==> src/rtl/add_pipe.sv <==
// Pipelined two's-complement adder/subtractor: each stage adds one WIDTH/STAGES-bit
// slice, carrying the pending operand slices and the partial sum with the token.
module add_pipe #(
  parameter int WIDTH  = 64,
  parameter int STAGES = 4
) (
  input  logic             clk,
  input  logic             rst,
  input  logic             in_valid,
  output logic             in_ready,
  input  logic [WIDTH-1:0] a,
  input  logic [WIDTH-1:0] b,
  input  logic             c_in,
  input  logic             sub,
  output logic             out_valid,
  input  logic             out_ready,
  output logic [WIDTH-1:0] sum,
  output logic             c_out,
  output logic             ovf,
  output logic             zero
);

  localparam int S = WIDTH / STAGES;
  localparam int L = STAGES - 1;

  function automatic logic [S:0] slice_add(input logic [S-1:0] x, input logic [S-1:0] y,
                                           input logic ci);
    return {1'b0, x} + {1'b0, y} + {{S{1'b0}}, ci};
  endfunction

  logic             vld_q  [STAGES];
  logic [WIDTH-1:0] sum_q  [STAGES];
  logic [WIDTH-1:0] a_q    [STAGES];
  logic [WIDTH-1:0] bx_q   [STAGES];
  logic             cy_q   [STAGES];
  logic             ovf_q;
  logic             zero_q;

  logic             vld_d  [STAGES];
  logic [WIDTH-1:0] psum_d [STAGES];
  logic [WIDTH-1:0] a_d    [STAGES];
  logic [WIDTH-1:0] bx_d   [STAGES];
  logic             ci_d   [STAGES];
  logic [WIDTH-1:0] sum_d  [STAGES];
  logic             cy_d   [STAGES];
  logic             ovf_d;
  logic             zero_d;
  logic             adv;
  logic [S:0]       t;

  always_comb begin
    adv       = !vld_q[L] || out_ready;
    t         = '0;
    vld_d[0]  = in_valid;
    a_d[0]    = a;
    bx_d[0]   = sub ? ~b : b;
    ci_d[0]   = sub ? 1'b1 : c_in;
    psum_d[0] = '0;
    for (int i = 1; i < STAGES; i++) begin
      vld_d[i]  = vld_q[i-1];
      a_d[i]    = a_q[i-1];
      bx_d[i]   = bx_q[i-1];
      ci_d[i]   = cy_q[i-1];
      psum_d[i] = sum_q[i-1];
    end
    for (int i = 0; i < STAGES; i++) begin
      t                 = slice_add(a_d[i][i*S +: S], bx_d[i][i*S +: S], ci_d[i]);
      sum_d[i]          = psum_d[i];
      sum_d[i][i*S +: S] = t[S-1:0];
      cy_d[i]           = t[S];
    end
    ovf_d  = (a_d[L][WIDTH-1] == bx_d[L][WIDTH-1]) && (sum_d[L][WIDTH-1] != a_d[L][WIDTH-1]);
    zero_d = ~|sum_d[L];
  end

  // Stage registers: the whole pipe shifts on adv; data only loads behind a valid token
  // so the final-stage outputs keep the last result instead of tracking bubbles.
  always_ff @(posedge clk) begin
    if (rst) begin
      for (int i = 0; i < STAGES; i++) begin
        vld_q[i] <= 1'b0;
        sum_q[i] <= '0;
        cy_q[i]  <= 1'b0;
      end
      ovf_q  <= 1'b0;
      zero_q <= 1'b0;
    end else if (adv) begin
      for (int i = 0; i < STAGES; i++) begin
        vld_q[i] <= vld_d[i];
        if (vld_d[i]) begin
          sum_q[i] <= sum_d[i];
          cy_q[i]  <= cy_d[i];
          a_q[i]   <= a_d[i];
          bx_q[i]  <= bx_d[i];
        end
      end
      if (vld_d[L]) begin
        ovf_q  <= ovf_d;
        zero_q <= zero_d;
      end
    end
  end

  assign in_ready  = adv;
  assign out_valid = vld_q[L];
  assign sum       = sum_q[L];
  assign c_out     = cy_q[L];
  assign ovf       = ovf_q;
  assign zero      = zero_q;

endmodule

==> config.mk <==
export PLATFORM = sky130hd
export DESIGN_NAME = add_pipe
export DESIGN_NICKNAME = d
export VERILOG_FILES = /design/src/rtl/add_pipe.sv
export SDC_FILE = /design/constraint.sdc
export NUM_CORES = 1
export LEC_CHECK = 0
export CORE_AREA = 2 2 227 229
export CTS_CLUSTER_SIZE = 10
export DETAILED_ROUTE_END_ITERATION = 7
export DIE_AREA = 0 0 229 231
export GPL_ROUTABILITY_DRIVEN = 1
export PLACE_DENSITY_LB_ADDON = 0.25
export REMOVE_ABC_BUFFERS = 1
export SYNTH_ARGS = -nofsm -noshare
export SYNTH_HDL_FRONTEND = slang
export SYNTH_SLANG_ARGS = --single-unit
export TNS_END_PERCENT = 30
==> constraint.sdc <==
create_clock -name clk -period 4.6 [get_ports clk]
set_input_delay 0.92 -clock clk [delete_from_list [all_inputs] [get_ports clk]]
set_output_delay 0.92 -clock clk [all_outputs]
set_load 0.1 [all_outputs]
==> run_results.csv, run 1 <==
group,metric,value,unit
critical_path,path_max_fanout,4,
cts,clkTransAtPathRegs,0.05,ns
route,antenna_left,0,
cells_and_area,diodes,0,
route,vias,8803,
pwr,combPwrFrac,11.9,%
cts,clock_sinks,362,
cts,htree_levels,2,
cts,clockBufferDepth,3,
die,core,50700,um^2
cts,cts_resized,0,
timing,tns,0,ns
global_route,grt_pass1_wl,50.8,mm
place,numPortBuffers,202,
pwr,ir_drop,0.212,mV
die,die_h,231,um
critical_path,crit_slowest_cell,"fa_1",
pwr,total_power,7.85,mW
critical_path,r2r-start,"bx_q[1][32]",
die,die-area,52900,um^2
min_path,hold_start,"bx_q[0][61]",
route,totalWireLength,33.2,mm
global_route,grt_use_total,12.6,%
timing,fin_crit,3.38,ns
yosys,async_reset_ff_share,0,%
pwr,power_frac_clock,38.7,%
cells_and_area,final_area,19600,um^2
critical_path,path_class,"primary input to flop",
global_route,grt_max_degree,61,
cts,post_cts_buffers,0,
timing,finalMaxSlewViolations,0,
yosys,ys_warn_count,0,
route,routed_via_density,4.43,
yosys,yosysTopAreaCell,"edfxtp_1",
critical_path,cp_top_family,"compound AO/OA/AOI/OAI gates",
global_route,antenna_found_initial,0,
place,hpwl,23.5,mm
timing,fin_skew,0.0264,ns
place,gp_congestion,0.784,
place,post-place-ws,0.693,ns
yosys,syn_inst,1047,
cells_and_area,nNetsFinal,1490,
cells_and_area,area_delta_synth_final,26.8,%
cts,cts-hold-fix-buffers,0,
timing,hold_violations,0,
critical_path,cp-start-kind,"primary input",
min_path,hp-class,"flop to flop",
die,start_util,30.5,%
pwr,power_density,400,nW/um^2
global_route,grt_overflow,0,
route,top_layer_used,"met4",
yosys,synth_top_area_share,69.8,%
pwr,p_int,5.95,mW
die,fp-row-count,83,
critical_path,cp_cell_sequence,"clkdlybuf4s50_1 > xnor2_1 > fa_1 > fa_1 > nor2b_1 > o21ai_0 > a21o_1 > a211o_1 > nand3_1 > a41oi_1 > o21ai_0 > o211a_1",
route,wl_per_cell,16.7,um
die,ios,203,
cells_and_area,finalNonFillerCells,1986,
timing,setup_ws,1.22,ns
yosys,synth.avg_cell_area,14.8,um^2
pwr,p_leak,7.21,nW
timing,max_clock_freq,296,MHz
place,dp.cells,1923,
timing,hold_ws,0.399,ns
yosys,ys_seq_elements,362,
yosys,yosys.cell_types.count,53,
global_route,grt_pass1_vias,9083,
route,firstDrtPassIters,4,
critical_path,slowest_delay,0.44,ns
cts,numCtsBuffers,43,
critical_path,cp-startpoint,"b[0]",
critical_path,worstPathRequired,5.01,ns
critical_path,critical_path_buf_inv_count,1,
route,met3_length,1.91,mm
timing,setup_viol,0,
cts,clock_latency,0.56,ns
cts,cts_root_buffer,"clkbuf_16",
timing,worst_pin_slew,1.11,ns
route,wl_met1,14.3,mm
route,initialDrtViolationCount,538,
timing,slew_headroom,26.0,%
route,wl_met2,16.2,mm
timing,fin_crit_sh,73.5,%
yosys,ys_seq_area_share,70.1,%
yosys,synth_edf_count,360,
pwr,swShare,24.2,%
flow_run,cap_violations,0,
route,route.detailed.drc,0,
cts,cts_tree,"yes",
outcome,status,"complete, no violations",
critical_path,crit_arrival,3.79,ns
die,die_w,229,um
pwr,seq_power_share,49.4,%
cells_and_area,utilization,38.7,%
cells_and_area,drive_above_1_share,6.36,%
yosys,syn_area,15500,um^2
critical_path,worstSetupEndpointType,"flop",
yosys,synth_top_flop_cell,"edfxtp_1",
yosys,synth_area_leaders,"edfxtp_1 (70%), xor2_1 (4.9%), ha_1 (4.9%), and2_1 (4.2%), nor2_1 (1.8%)",
timing,rsz0062_at_grt,"false",
place,postPlaceCellArea,18400,um^2
pwr,power_switching,1.90,mW
==> metal layers <==
metal / vias up / GRT usage [%]
met3: 47 / 3.52
met4: 0 / 4.02
met5: - / 0
met2: 186 / 21.4
met1: 4244 / 15.5
li1: 4326 / -
==> state kept, by name, summed over array words and instances (netlist names) <==
name	cells
bx_q	96
cy_q	4
zero	1
ovf	1
vld_q	4
a_q	96
sum_q	160
==> path summary, 6_finish.rpt <==
kind / slack (ns) / cells after the start / end
setup / recovery: 1.22 / 12 / cy_q[0]
hold / removal: 0.40 / 0 / bx_q[1][61]
setup reg to reg: 1.45 / 12 / sum_q[2][46]
hold reg to reg: 0.40 / 0 / bx_q[1][61]
==> Yosys cell counts, types with 8 or more instances <==
master    count
and2_1      104
a21oi_1      43
a21o_1       14
ha_1         60
nor2b_1       9
nor3_1       31
nor2_1       76
nand3_1      14
nand2_1      31
or3_1         8
and3_1       13
xor2_1       87
edfxtp_1    360
fa_1          8
o21ai_0      20
clkbuf_1     19
inv_1        34
o21a_1       11
xnor2_1      14
nand2b_1      8
nor4_1       15
==> cell type report <==
type	instances	area, um^2
Clock buffer	56	1150
Inverter	34	131
Sequential cell	362	10900
Fill cell	4831	31000
Tap cell	680	851
Timing Repair Buffer	218	2160
Multi-Input combinational cell	629	4420
Clock inverter	7	70.1
==> power by group through the flow <==
stage          sequential [mW]  clock, mW  combinational, mW
2_1_floorplan             4.17          0              0.378
3_3_place_gp              3.95          0              0.938
3_5_place_dp              3.95          0              0.944
4_1_cts                   3.89       3.14              0.949
5_1_grt                   3.90       3.28               1.01
6_report                  3.88       3.04              0.933
==> cell usage in the layout, fill, tap and decap left out, drive strengths merged, types with 11 or more instances in the layout <==
cell type	instances
a21o	14
a21oi	43
and2	104
and3	13
buf	18
clkbuf	56
clkdlybuf4s50	200
edfxtp	360
ha	60
inv	34
nand2	33
nand3	14
nor2	76
nor3	32
nor4	15
o21a	11
o21ai	25
xnor2	14
xor2	87
==> cells by family (layout without fill, tap and decap cells) <==
family                     after synthesis  count (layout)  synth area share, %
xor gates and xnor gates               101             101                 5.72
buffers and inverters                   56             315                 1.36
adders and majority gates               68              68                 5.89
DFF                                    362             362                 70.1
AOI/OAI and AO/OA                      130             130                 5.45
and+or+nand+nor                        326             326                 11.2
muxes                                    4               4                0.267
Power figures use the tool's default switching activity.
==> run 2: changes to the inputs <==
- clock period: 4.6 -> 3 ns (I/O delays scaled with it)
==> run 2 against run 1 <==
Sequential power increased by 53%. Largest power group unchanged. Clock skew decreased by 0.016 ns. Final cell count increased by 1.9%. Clock-buffer cell count increased by 6. Worst setup slack got worse by 1.1 ns. Global-route usage about the same. Worst hold slack improved by 0.014 ns. Highest routed layer unchanged. Critical path depth unchanged. Non-clock buffer count increased by 29. First-iteration DRC count decreased by 16%. Flip-flop and latch count unchanged.
==> run_results.csv, run 2 (synthesis results as in run 1) <==
group,metric,value,unit
outcome,status,"complete, no violations",
cells_and_area,drive_above_1_share,14.5,%
cells_and_area,diodes,0,
critical_path,cp-start-kind,"flop",
timing,worst_pin_slew,0.616,ns
die,die-area,52900,um^2
global_route,gr-usage-met2,21.2,%
cells_and_area,regMostFlops,"sum_q",
cells_and_area,final_area,19900,um^2
die,ios,203,
pwr,total_power,12.3,mW
global_route,grt_overflow,0,
critical_path,worstSetupEndpointType,"flop",
cells_and_area,nNetsFinal,1521,
route,routed_via_density,4.41,
cts,numCtsBuffers,45,
global_route,busiest_layer,"met2",
cts,htree_levels,2,
critical_path,path_max_fanout,3,
cells_and_area,reg.largest.list,"sum_q: 160 flops, a_q: 96 flops, bx_q: 96 flops",
global_route,grt_use_total,12.6,%
critical_path,crit_arrival,3.15,ns
cts,clock_latency,0.55,ns
cts,post_cts_buffers,0,
cells_and_area,finalNonFillerCells,2024,
die,die_h,231,um
timing,setup_viol,0,
timing,finalMaxSlewViolations,0,
timing,fin_skew,0.0101,ns
critical_path,ff2ff_path_depth,12,
route,firstDrtPassIters,5,
timing,slew_headroom,58.6,%
cts,clkTransAtPathRegs,0.06,ns
timing,hold_violations,0,
critical_path,r2r-end,"cy_q[2]",
min_path,hold_end,"a_q[1][61]",
critical_path,r2r_setup_slack,0.14,ns
route,antenna_left,0,
place,postPlaceCellArea,18500,um^2
die,fp-row-count,83,
global_route,grt_pass1_vias,9267,
route,initialDrtViolationCount,453,
cts,clock_sinks,362,
die,core,50700,um^2
cells_and_area,area_delta_synth_final,28.7,%
critical_path,r2r-start,"cy_q[1]",
timing,max_clock_freq,349,MHz
global_route,grt_use_met1,15.6,%
route,wl_per_cell,16.3,um
die,die_w,229,um
global_route,grt_pass1_wl,50.9,mm
pwr,ir_drop,0.337,mV
cells_and_area,final_cell_mix,"edfxtp_1 (360), clkdlybuf4s50_1 (132), buf_4 (106)",
cells_and_area,largest_reg_flops,160,
timing,hold_ws,0.413,ns
min_path,whs_path_depth,0,
critical_path,path_class,"flop to flop",
route,totalWireLength,33.0,mm
cts,cts_root_buffer,"clkbuf_16",
min_path,hp-class,"flop to flop",
place,hpwl,23.4,mm
flow_run,cap_violations,0,
min_path,hold_start,"a_q[0][61]",
route,vias,8920,
die,start_util,30.5,%
critical_path,worstPathRequired,3.29,ns
place,gp_congestion,0.758,
cts,cts-hold-fix-buffers,0,
cts,cts_tree,"yes",
global_route,grt_use_met3,3.06,%
global_route,antenna_found_initial,1,
pwr,power_density,619,nW/um^2
cts,clockBufferDepth,3,
cells_and_area,utilization,39.3,%
timing,rsz0062_at_grt,"true",
pwr,p_leak,7.52,nW
place,dp.cells,1952,
timing,fin_crit_sh,95.4,%
cells_and_area,final_common_cell,"edfxtp_1",
timing,fin_crit,2.86,ns
global_route,grt_max_degree,66,
route,route.detailed.drc,0,
place,numPortBuffers,202,
-- run 2: cell types whose count changed in the layout (fill, tap and decap cells not counted), moves of 3 or more --
| cell | previous run | this run |
|---|---|---|
| buf_4 | 16 | 106 |
| o21ai_0 | 20 | 15 |
| clkbuf_16 | 44 | 47 |
| clkdlybuf4s50_1 | 200 | 132 |
| clkbuf_1 | 12 | 15 |
| buf_12 | 2 | 9 |
| o21ai_1 | 5 | 10 |
-- run 2: how the worst max path moves through the flow --
stage / start / end / slack [ns] / depth (start not counted)
6_report: cy_q[1] / cy_q[2] / 0.14 / 12
5_1_grt: a_q[0][16] / sum_q[1][30] / -0.05 / 12
4_1_cts: cy_q[1] / cy_q[2] / 0.01 / 12
3_5_place_dp: b[0] / sum_q[0][14] / -0.56 / 12
3_3_place_gp: b[0] / sum_q[0][14] / -0.56 / 12
2_1_floorplan: vld_q[3] / sum_q[0][14] / -1.91 / 6
-- run 2: layout make-up --
class	instances	area, um^2
Multi-Input combinational cell	629	4480
Clock buffer	62	1230
Fill cell	4844	30800
Sequential cell	362	10900
Tap cell	680	851
Timing Repair Buffer	247	2300
Inverter	34	131
Clock inverter	10	78.8
-- run 2: critical path: stages, from the launching register on --
cell and delay [ns]:
edfxtp_1 0.36, inv_1 0.08, fa_1 0.20, inv_1 0.06, fa_1 0.39, a21o_1 0.19
a21o_1 0.23, a2111oi_4 0.34, or3_4 0.20, nand3_2 0.10, buf_4 0.17, a31oi_2 0.16
o21ai_1 0.12
-- run 2: repair_timing --
action,CTS,global route
gates resized for setup,5,10
pin swaps,0,2
endpoints found under the setup margin,2,12
-- run 2: per-stage QoR --
step           worst slack, ns  TNS (ns)
2_1_floorplan            -1.91   -430.53
3_3_place_gp            -0.557     -2.91
3_5_place_dp            -0.564     -3.12
4_1_cts                 0.0133         0
5_1_grt                -0.0534   -0.0534
6_report                 0.137         0
-- run 2: routing by layer --
layer / wire length (um) / share of wire (%) / up-vias
li1: - / - / 4394
met1: 14400 / 44 / 4278
met2: 15900 / 48 / 194
met3: 1790 / 5.4 / 54
met4: 911 / 2.8 / 0
met5: 0 / 0 / -
-- run 2: power breakdown --
part	leakage, nW	internal, mW	switching, mW	total, mW
logic	3.31	0.559	0.925	1.48
clock network	0.630	2.92	1.97	4.89
registers	3.57	5.87	0.0847	5.95
total	7.52	9.35	2.98	12.3
